`src/rtl/npn_pkg.sv`:
```
// Shared definitions for the NPN canonicalizer: search constants, permutation table,
// transform record and FSM states.
// Pure declarations, no logic of its own.
package npn_pkg;

  localparam int NUM_PERM = 24;
  localparam int NUM_NEG  = 16;
  localparam int NUM_CAND = NUM_PERM * NUM_NEG;

  localparam int TT_W   = 16;
  localparam int PERM_W = 5;
  localparam int NEG_W  = 4;
  localparam int CNT_W  = 9;

  // Element [j] names the input variable that feeds position j.
  typedef logic [3:0][1:0] perm_t;

  typedef struct packed {
    logic [PERM_W-1:0] perm;
    logic [NEG_W-1:0]  neg;
    logic              oneg;
  } npn_xform_t;

  typedef enum logic [1:0] {
    IDLE   = 2'd0,
    SEARCH = 2'd1,
    DONE   = 2'd2
  } npn_state_t;

  function automatic perm_t mk_perm(input int a, input int b, input int c, input int d);
    perm_t r;
    r[0] = 2'(a);
    r[1] = 2'(b);
    r[2] = 2'(c);
    r[3] = 2'(d);
    return r;
  endfunction

  // All 24 permutations of {0,1,2,3} in lexicographic order.
  localparam perm_t PERM_TAB [NUM_PERM] = '{
    mk_perm(0,1,2,3), mk_perm(0,1,3,2), mk_perm(0,2,1,3), mk_perm(0,2,3,1),
    mk_perm(0,3,1,2), mk_perm(0,3,2,1), mk_perm(1,0,2,3), mk_perm(1,0,3,2),
    mk_perm(1,2,0,3), mk_perm(1,2,3,0), mk_perm(1,3,0,2), mk_perm(1,3,2,0),
    mk_perm(2,0,1,3), mk_perm(2,0,3,1), mk_perm(2,1,0,3), mk_perm(2,1,3,0),
    mk_perm(2,3,0,1), mk_perm(2,3,1,0), mk_perm(3,0,1,2), mk_perm(3,0,2,1),
    mk_perm(3,1,0,2), mk_perm(3,1,2,0), mk_perm(3,2,0,1), mk_perm(3,2,1,0)
  };

  // Out-of-range indices (24..31) fall back to identity so the lookup is total.
  function automatic perm_t perm_lookup(input logic [PERM_W-1:0] p);
    perm_t r;
    r = mk_perm(0,1,2,3);
    if (int'(p) < NUM_PERM) r = PERM_TAB[p];
    return r;
  endfunction

endpackage

```
`src/rtl/npn_apply.sv`:
```
// Applies an input permutation and input negation to a 4-input truth table.
// Purely combinational, zero latency.
// No flow control; the parent decides when the result is used.
module npn_apply
  import npn_pkg::*;
(
  input  logic [TT_W-1:0]   i_tt,
  input  logic [PERM_W-1:0] i_perm,
  input  logic [NEG_W-1:0]  i_neg,
  output logic [TT_W-1:0]   o_tt
);

  perm_t      w_pm;
  logic [3:0] w_m;
  logic [3:0] w_z;

  // g[m] = f[z], z[j] = m[P[j]] ^ n[j]
  always_comb begin
    o_tt = '0;
    w_m  = '0;
    w_z  = '0;
    w_pm = perm_lookup(i_perm);
    for (int m = 0; m < TT_W; m++) begin
      w_m = 4'(m);
      for (int j = 0; j < 4; j++) begin
        w_z[j] = w_m[w_pm[j]] ^ i_neg[j];
      end
      o_tt[m] = i_tt[w_z];
    end
  end

endmodule

```
`src/rtl/npn_canon.sv`:
```
// Exhaustive NPN canonicalizer for 4-input functions: one (perm, neg) pair per cycle.
// Fixed latency: out_valid rises 385 cycles after the accept edge.
// in_ready only in IDLE; result held in DONE until out_ready.
module npn_canon
  import npn_pkg::*;
(
  input  logic              clk,
  input  logic              rst,
  input  logic              in_valid,
  output logic              in_ready,
  input  logic [TT_W-1:0]   in_tt,
  output logic              out_valid,
  input  logic              out_ready,
  output logic [TT_W-1:0]   out_tt,
  output logic [PERM_W-1:0] out_perm,
  output logic [NEG_W-1:0]  out_neg,
  output logic              out_oneg
);

  npn_state_t        r_state;
  npn_state_t        w_state_nxt;
  logic [TT_W-1:0]   r_tt;
  logic [CNT_W-1:0]  r_cnt;
  logic [TT_W-1:0]   r_best;
  npn_xform_t        r_best_x;

  logic [PERM_W-1:0] w_perm;
  logic [NEG_W-1:0]  w_neg;
  logic [TT_W-1:0]   w_app;
  logic [TT_W-1:0]   w_inv;
  logic [TT_W-1:0]   w_cand;
  logic              w_oneg;
  logic              w_eval;
  logic              w_take;
  logic              w_accept;

  // Counter splits directly into the (p, n) pair: p outer, n inner.
  assign w_perm = r_cnt[CNT_W-1 -: PERM_W];
  assign w_neg  = r_cnt[NEG_W-1:0];

  npn_apply u_apply (
    .i_tt   (r_tt),
    .i_perm (w_perm),
    .i_neg  (w_neg),
    .o_tt   (w_app)
  );

  // g and ~g never tie, so picking the smaller one also honours o=0-first.
  assign w_inv    = ~w_app;
  assign w_oneg   = (w_inv < w_app);
  assign w_cand   = w_oneg ? w_inv : w_app;
  // The counter stops at NUM_CAND; that final SEARCH cycle evaluates nothing.
  assign w_eval   = (r_state == SEARCH) && (r_cnt < CNT_W'(NUM_CAND));
  assign w_take   = w_eval && (w_cand < r_best);
  assign w_accept = (r_state == IDLE) && in_valid;

  // FSM state register
  always_ff @(posedge clk or posedge rst) begin
    if (rst) r_state <= IDLE;
    else     r_state <= w_state_nxt;
  end

  // FSM next-state
  always_comb begin
    w_state_nxt = r_state;
    case (r_state)
      IDLE:    if (in_valid)                     w_state_nxt = SEARCH;
      SEARCH:  if (r_cnt == CNT_W'(NUM_CAND))    w_state_nxt = DONE;
      DONE:    if (out_ready)                    w_state_nxt = IDLE;
      default:                                   w_state_nxt = IDLE;
    endcase
  end

  // Search datapath: latch input on accept, then step the counter and track the minimum
  always_ff @(posedge clk or posedge rst) begin
    if (rst) begin
      r_tt     <= '0;
      r_cnt    <= '0;
      r_best   <= '0;
      r_best_x <= '0;
    end else if (w_accept) begin
      r_tt     <= in_tt;
      r_cnt    <= '0;
      r_best   <= '1;
      r_best_x <= '0;
    end else if (w_eval) begin
      r_cnt <= r_cnt + CNT_W'(1);
      if (w_take) begin
        r_best        <= w_cand;
        r_best_x.perm <= w_perm;
        r_best_x.neg  <= w_neg;
        r_best_x.oneg <= w_oneg;
      end
    end
  end

  assign in_ready  = (r_state == IDLE);
  assign out_valid = (r_state == DONE);
  assign out_tt    = r_best;
  assign out_perm  = r_best_x.perm;
  assign out_neg   = r_best_x.neg;
  assign out_oneg  = r_best_x.oneg;

endmodule

```
`config.mk`:
```
export PLATFORM = sky130hd
export DESIGN_NAME = npn_canon
export DESIGN_NICKNAME = d
export VERILOG_FILES = /design/src/rtl/npn_pkg.sv /design/src/rtl/npn_apply.sv /design/src/rtl/npn_canon.sv
export SDC_FILE = /design/constraint.sdc
export NUM_CORES = 1
export LEC_CHECK = 0
export BUFFER_PORTS_ARGS = -buffer_cell sky130_fd_sc_hd__buf_4
export CAP_MARGIN = 15
export CORE_MARGIN = 2
export CORE_UTILIZATION = 45
export CTS_BUF_LIST = sky130_fd_sc_hd__clkbuf_4 sky130_fd_sc_hd__clkbuf_8
export DETAILED_ROUTE_END_ITERATION = 12
export PLACE_DENSITY = 0.69
export SLEW_MARGIN = 10
export SYNTH_ARGS = -nofsm -noshare
export SYNTH_HDL_FRONTEND = slang
export SYNTH_SLANG_ARGS = --single-unit
```
`constraint.sdc`:
```
create_clock -name clk -period 12.9 [get_ports clk]
set_input_delay 3.225 -clock clk [delete_from_list [all_inputs] [get_ports clk]]
set_output_delay 3.225 -clock clk [all_outputs]
set_load 0.005 [all_outputs]
```
==> impl_results.md, run 1 <==
- Largest area contributor in the netlist: mux4_2
- Post-synth top area share: 0.2704
- DR vias: 4286
- Largest net degree at the start of global routing: 54
- Die Y: 117.8 um
- WL final: 14090 um
- Initial antenna violation count: 0
- CP dominant cell by count: ha_1
- Latest clock arrival within the worst-skew pair: 0.32 ns
- Synthesis Warnings: 0
- Max-slew headroom: 0.3015
- Antenna-violating nets left: 0
- Kind of critical path: reg -> reg
- CP max stage delay: 0.81 ns
- Rows: 41
- Fmax: 161.9 MHz
- Initial DRT Pass Iterations: 5
- Wirelength per Cell: 19.59 um
- Worst-margin pin slew: 1.045 ns
- Post_cts resized: 0
- Synthesis-to-layout area growth: 8.047%
- Post-Synthesis Cells: 530
- Grt ovf: 0
- CP required: 13.12 ns
- Clk_skew: 0.007921 ns
- Setup Buffers After CTS: 0
- Critical path's slowest cell: a21oi_4
- Placer Congestion: 0.8830
- Drt drc: 0
- Final Slew Violations: 0
- Clock tree from TritonCTS: built
- Root buf cell: clkbuf_8
- H-tree depth: 2
- CP Cell Sequence: inv_1, ha_1, nor2b_1, o31ai_4, inv_1, ha_1, xor2_2, mux4_2, mux4_2, xor2_1, ha_1, nand4_1, o31ai_1, a21oi_1, a21oi_4, mux2_2
- CP Capture Type: flip-flop
- Prevailing post-synth register cell: dfrtp_1
- Max cap viols: 0
- CP delay by family, top: compound AO/OA/AOI/OAI gates
- Synthesized flop and latch total: 53
- Clock sinks: 53
- Post-Syn Nets: 595
- Syn avg cell area: 11.00 um2
- All-Layer GR Usage: 0.2075
- Status: finished clean
- Post-synth EDFFs: 0
- Global-route wire length before repair: 22890 um
- Die X: 117.8 um
- Nets@finish: 611
- Initial Util: 0.4620
- Share of layout cells above drive strength 1: 0.2779
- Iter 0 DRT Violations: 418
- Seq/Total Area, Yosys: 0.2275
- Final setup violation count: 0
- Asr flop ratio synth: 1.000
- Final Hold Vio Count: 0
- Port Buffer Count: 47
- Type of the worst min-delay path: reg -> reg
- Post-route setup TNS: 0 ns
- Crit path arrival time: 6.39 ns
- Critical Path Source Type: flip-flop
- Clock Path Buffers: 2
- Crit-path max FO: 27
- Inserted Clock Buffers: 5
- Unrepaired setup endpoints after global routing: no
- Vias per cell: 5.961
- DIE AREA: 13880 um2
- Worst Path Buf+Inv: 2
- Tmin final: 6.176 ns
- Worst-path clk slew: 0.10 ns
- Fin crit share: 0.4787
- Distinct cells, synth: 46
- Post-DP HPWL: 9699 um
- Core Area: 12620 um2
- CTS Hold Bufs: 0
- Vias in the first global route: 4348
- Inserted Diodes: 0
- I/O Pins: 48
- Post-synthesis cell area: 5831 um2
- Ranking of synthesized cells by area: mux4_2 (27%), dfrtp_1 (23%), ha_1 (9.7%)
metal layers:
metal,track usage,up-vias,part of all wire
li1,-,1935,-
met1,0.2715,2113,0.40
met2,0.3485,205,0.49
met3,0.04070,33,0.085
met4,0.06476,0,0.020
met5,0,-,0
registers in the layout (all words and copies together) (netlist names):
register  flops
out_tt       16
r_tt         16
r_cnt         9
out_perm      5
out_neg       4
r_state       2
out_oneg      1
tightest hold or removal path: cells and delay by family (launching register included):
kind	cells	cell delay, ns
DFF	1	0.36
muxes	1	0.07
and+or+nand+nor	1	0.07
cells in the mapped netlist (7+ instances only):
| cell | instances |
|---|---|
| nand2_1 | 75 |
| mux4_2 | 70 |
| dfrtp_1 | 53 |
| ha_1 | 45 |
| mux2i_1 | 44 |
| xor2_1 | 36 |
| nor2_1 | 33 |
| inv_1 | 30 |
| clkbuf_1 | 25 |
| xnor2_1 | 11 |
| a21oi_1 | 10 |
| nor2b_1 | 9 |
| a211oi_1 | 8 |
| buf_2 | 8 |
| xnor2_2 | 7 |
cell families after synthesis:
kind of cell | count (synthesis) | synth area share
xor+xnor | 59 | 0.1041
buf+inv | 74 | 0.06052
compound gates | 47 | 0.05794
mux | 119 | 0.3575
flops | 53 | 0.2275
simple gates | 133 | 0.09592
fa+ha+maj | 45 | 0.09657
final cells by class:
class                   count  area (um2)
fillers                  1145        6320
multi-input cells         403        4163
flip-flops and latches     53        1326
repair buffers             51       382.9
well taps                 172       215.2
inverters                  32       121.4
clock buffers               5       68.82
clock inverters             3       22.52
final timing paths:
path                                           to                    from  slack, ns  cells after the start
max reg2reg                out_tt[12]$_DFFE_PP0P_    r_cnt[6]$_DFFE_PP0P_       6.72                     16
max                        out_tt[12]$_DFFE_PP0P_    r_cnt[6]$_DFFE_PP0P_       6.72                     16
min                        out_neg[3]$_DFFE_PP0P_  out_neg[3]$_DFFE_PP0P_       0.53                      2
min reg2reg                out_neg[3]$_DFFE_PP0P_  out_neg[3]$_DFFE_PP0P_       0.53                      2
min in group asynchronous  out_neg[1]$_DFFE_PP0P_                     rst       3.05                      2
max in group asynchronous     r_tt[1]$_DFFE_PP0P_                     rst       9.29                      2
layout by cell type (no fill, tap or decap), types with 11 or more instances in the layout:
| master | instances |
|---|---|
| mux4_2 | 70 |
| buf_4 | 51 |
| dfrtp_1 | 53 |
| nor2_1 | 33 |
| inv_1 | 29 |
| ha_1 | 45 |
| nand2_1 | 75 |
| mux2i_1 | 44 |
| xor2_1 | 36 |
| xnor2_1 | 11 |
per-stage QoR:
step	setup WS (ns)	cell area (um2)	std cells	hold slack, ns	utilization
2_1_floorplan	8.128	5831	530	0.5017	-
3_3_place_gp	6.781	6207	711	0.5071	0.4919
3_5_place_dp	6.738	6207	711	0.5152	0.4919
4_1_cts	6.714	6299	719	0.5395	0.4991
5_1_grt	6.366	6300	719	0.5645	0.4992
6_report	6.724	6300	719	0.5283	0.4992
Power of run 1 is not shown: default switching activity piles up to over one toggle a cycle in this logic, so the estimate is an artifact.
==> run 2, diff against run 1 <==
clock period = 5.9 ns   (was 12.9 ns; I/O delays follow)
==> run 2 against run 1 <==
Compared with the run above:
- global-route usage rose by 0.45 points
- worst hold slack better by 0.016 ns
- clock skew rose by 0.0011 ns
- cell count rose by 1.1%
- sequential share of layout area fell by 0.28 points
- routed wire length grew 1.5%
- die area is the same
- final area rose by 1.3%
- non-clock buffer count increased by 8
- critical endpoint is now out_tt[3]$_DFFE_PP0P_
==> impl_results.md, run 2 (same netlist as run 1, synthesis figures left out) <==
- Status: finished clean
- Rows: 41 (unchanged)
- Commonest non-fill, non-tap cell in the layout: nand2_1
- Unrepaired setup endpoints after global routing: no
- CP Cell Sequence: inv_1, ha_1, nor2b_1, o31ai_4, inv_1, ha_1, xor2_2, mux4_2, mux4_2, xor2_1, ha_1, a21o_1, a21o_1, a21oi_1, o221ai_1, nor2_1, a21oi_4, buf_4, mux2_1
- CTS Hold Bufs: 0 (unchanged)
- Post-route setup TNS: 0 ns (unchanged)
- Worst Hold End: out_tt[14]$_DFFE_PP0P_
- Nets@finish: 619 (+1.3%)
- Clock Path Buffers: 2 (unchanged)
- Drt drc: 0 (unchanged)
- DIE AREA: 13880 um2 (unchanged)
- Synthesis-to-layout area growth: 9.485%
- Iter 0 DRT Violations: 299 (-28%)
- Vias per cell: 5.887 (-1.2%)
- Met2 Use GR: 0.3601 (+0.01163)
- Type of the worst min-delay path: reg -> reg
- Tmin final: 5.514 ns (-0.6619 ns)
- Met1 Usage GRT: 0.2590 (-0.01251)
- Gr busiest metal: met2
- Fmax: 181.4 MHz (+12%)
- Fin crit share: 0.9345 (+0.4558)
- Die X: 117.8 um (unchanged)
- H-tree depth: 2 (unchanged)
- Inserted Clock Buffers: 5 (unchanged)
- Clock sinks: 53 (unchanged)
- Share of layout cells above drive strength 1: 0.2901 (+0.01221)
- Worst Min Path Start: out_tt[14]$_DFFE_PP0P_
- WL final: 14300 um (+1.5%)
- Final Slew Violations: 0 (unchanged)
- Initial Util: 0.4620 (unchanged)
- Root buf cell: clkbuf_8
- Crit-path max FO: 8 (-70%)
- Vias in the first global route: 4497 (+3.4%)
- CP Capture Type: flip-flop
- Worst Path Buf+Inv: 3 (+1)
- R2R setup slack: 0.39 ns (-6.34 ns)
- CP max stage delay: 0.57 ns (-0.24 ns)
- I/O Pins: 48 (unchanged)
- Initial DRT Pass Iterations: 4 (-1)
- Port Buffer Count: 47 (unchanged)
- Grt ovf: 0 (unchanged)
- Clock tree from TritonCTS: built
- Hold WS: 0.5441 ns (+0.01575 ns)
- Setup Buffers After CTS: 0 (unchanged)
- Antenna-violating nets left: 0 (unchanged)
- Critical Path Source Type: flip-flop
- Met3 Track Usage GR: 0.05620 (+0.01550)
- R2r worst-path depth: 19 (+3)
- Max-slew headroom: 0.3706 (+0.06912)
- CP dominant cell by count: ha_1
- Worst-margin pin slew: 0.9440 ns (-0.1014 ns)
- Final setup violation count: 0 (unchanged)
- Clk_skew: 0.008988 ns (+0.001067 ns)
- Post_cts resized: 0 (unchanged)
- Initial antenna violation count: 0 (unchanged)
- Inserted Diodes: 0 (unchanged)
- Final Hold Vio Count: 0 (unchanged)
- Largest net degree at the start of global routing: 54 (unchanged)
- All-Layer GR Usage: 0.2120 (+0.004536)
- Placer Congestion: 0.8955 (+1.4%)
- Global-route wire length before repair: 23560 um (+2.9%)
- Max cap viols: 0 (unchanged)
- R2r startpoint: r_cnt[5]$_DFFE_PP0P_
- Latest clock arrival within the worst-skew pair: 0.32 ns (about the same)
- Crit path arrival time: 5.73 ns (-0.66 ns)
- Worst-path clk slew: 0.11 ns (about the same)
- Die Y: 117.8 um (unchanged)
- Wirelength per Cell: 19.68 um (+0.42%)
- Hold depth: 2 (unchanged)
- Critical path's slowest cell: mux4_2
- Worst R2R End: out_tt[3]$_DFFE_PP0P_
- CP required: 6.11 ns (-7.01 ns)
- Core Area: 12620 um2 (unchanged)
- Post-DP HPWL: 9907 um (+2.1%)
- FILL cells: 1142 (-0.26%)
- Most frequent cells in the layout: nand2_1 (75), mux4_2 (70), buf_4 (58)
- DR vias: 4280 (-0.14%)
- CP delay by family, top: multiplexers
- Kind of critical path: reg -> reg
[run 2: worst reg2reg max path, stage by stage (launching register included)]
cell	delay (ns)
dfrtp_1	0.52
inv_1	0.21
ha_1	0.34
nor2b_1	0.16
o31ai_4	0.38
inv_1	0.13
ha_1	0.25
xor2_2	0.39
mux4_2	0.57
mux4_2	0.48
xor2_1	0.17
ha_1	0.20
a21o_1	0.18
a21o_1	0.17
a21oi_1	0.15
o221ai_1	0.19
nor2_1	0.27
a21oi_4	0.13
buf_4	0.20
mux2_1	0.31
[run 2: how the worst max path moves through the flow]
stage                          from                    end  slack [ns]  depth (start not counted)
3_5_place_dp   r_cnt[5]$_DFFE_PP0P_  out_tt[3]$_DFFE_PP0P_        0.29                         20
4_1_cts        r_cnt[5]$_DFFE_PP0P_  out_tt[3]$_DFFE_PP0P_        0.26                         20
6_report       r_cnt[5]$_DFFE_PP0P_  out_tt[3]$_DFFE_PP0P_        0.39                         19
3_3_place_gp   r_cnt[4]$_DFFE_PP0P_  out_tt[3]$_DFFE_PP0P_        0.38                         20
2_1_floorplan  r_cnt[5]$_DFFE_PP0P_  out_tt[1]$_DFFE_PP0P_        1.13                         21
5_1_grt        r_cnt[5]$_DFFE_PP0P_  out_tt[3]$_DFFE_PP0P_        0.02                         19
[run 2: cell type report]
cell class	count	area (um2)	area share
clock inverters	3	26.28	0.004116
flip-flops and latches	53	1326	0.2078
clock buffers	5	68.82	0.01078
well taps	172	215.2	0.03371
inverters	32	121.4	0.01901
repair buffers	59	455.4	0.07134
multi-input cells	403	4170	0.6533
[run 2: stage by stage]
stage | cells | util | setup slack (ns) | instance area (um2)
finish | 727 | 0.5059 | 0.3862 | 6384
global route | 727 | 0.5059 | 0.02130 | 6384
CTS | 727 | 0.5052 | 0.2568 | 6375
detailed placement | 719 | 0.4976 | 0.2916 | 6280
global placement | 719 | 0.4976 | 0.3842 | 6280
floorplan | 530 | - | 1.128 | 5831
[run 2: layer usage]
layer | vias up | wire length (um)
li1 | 1946 | -
met1 | 2104 | 5440
met2 | 206 | 7232
met3 | 24 | 1255
met4 | 0 | 376
met5 | - | 0
Power of run 2 is left out for the same reason.
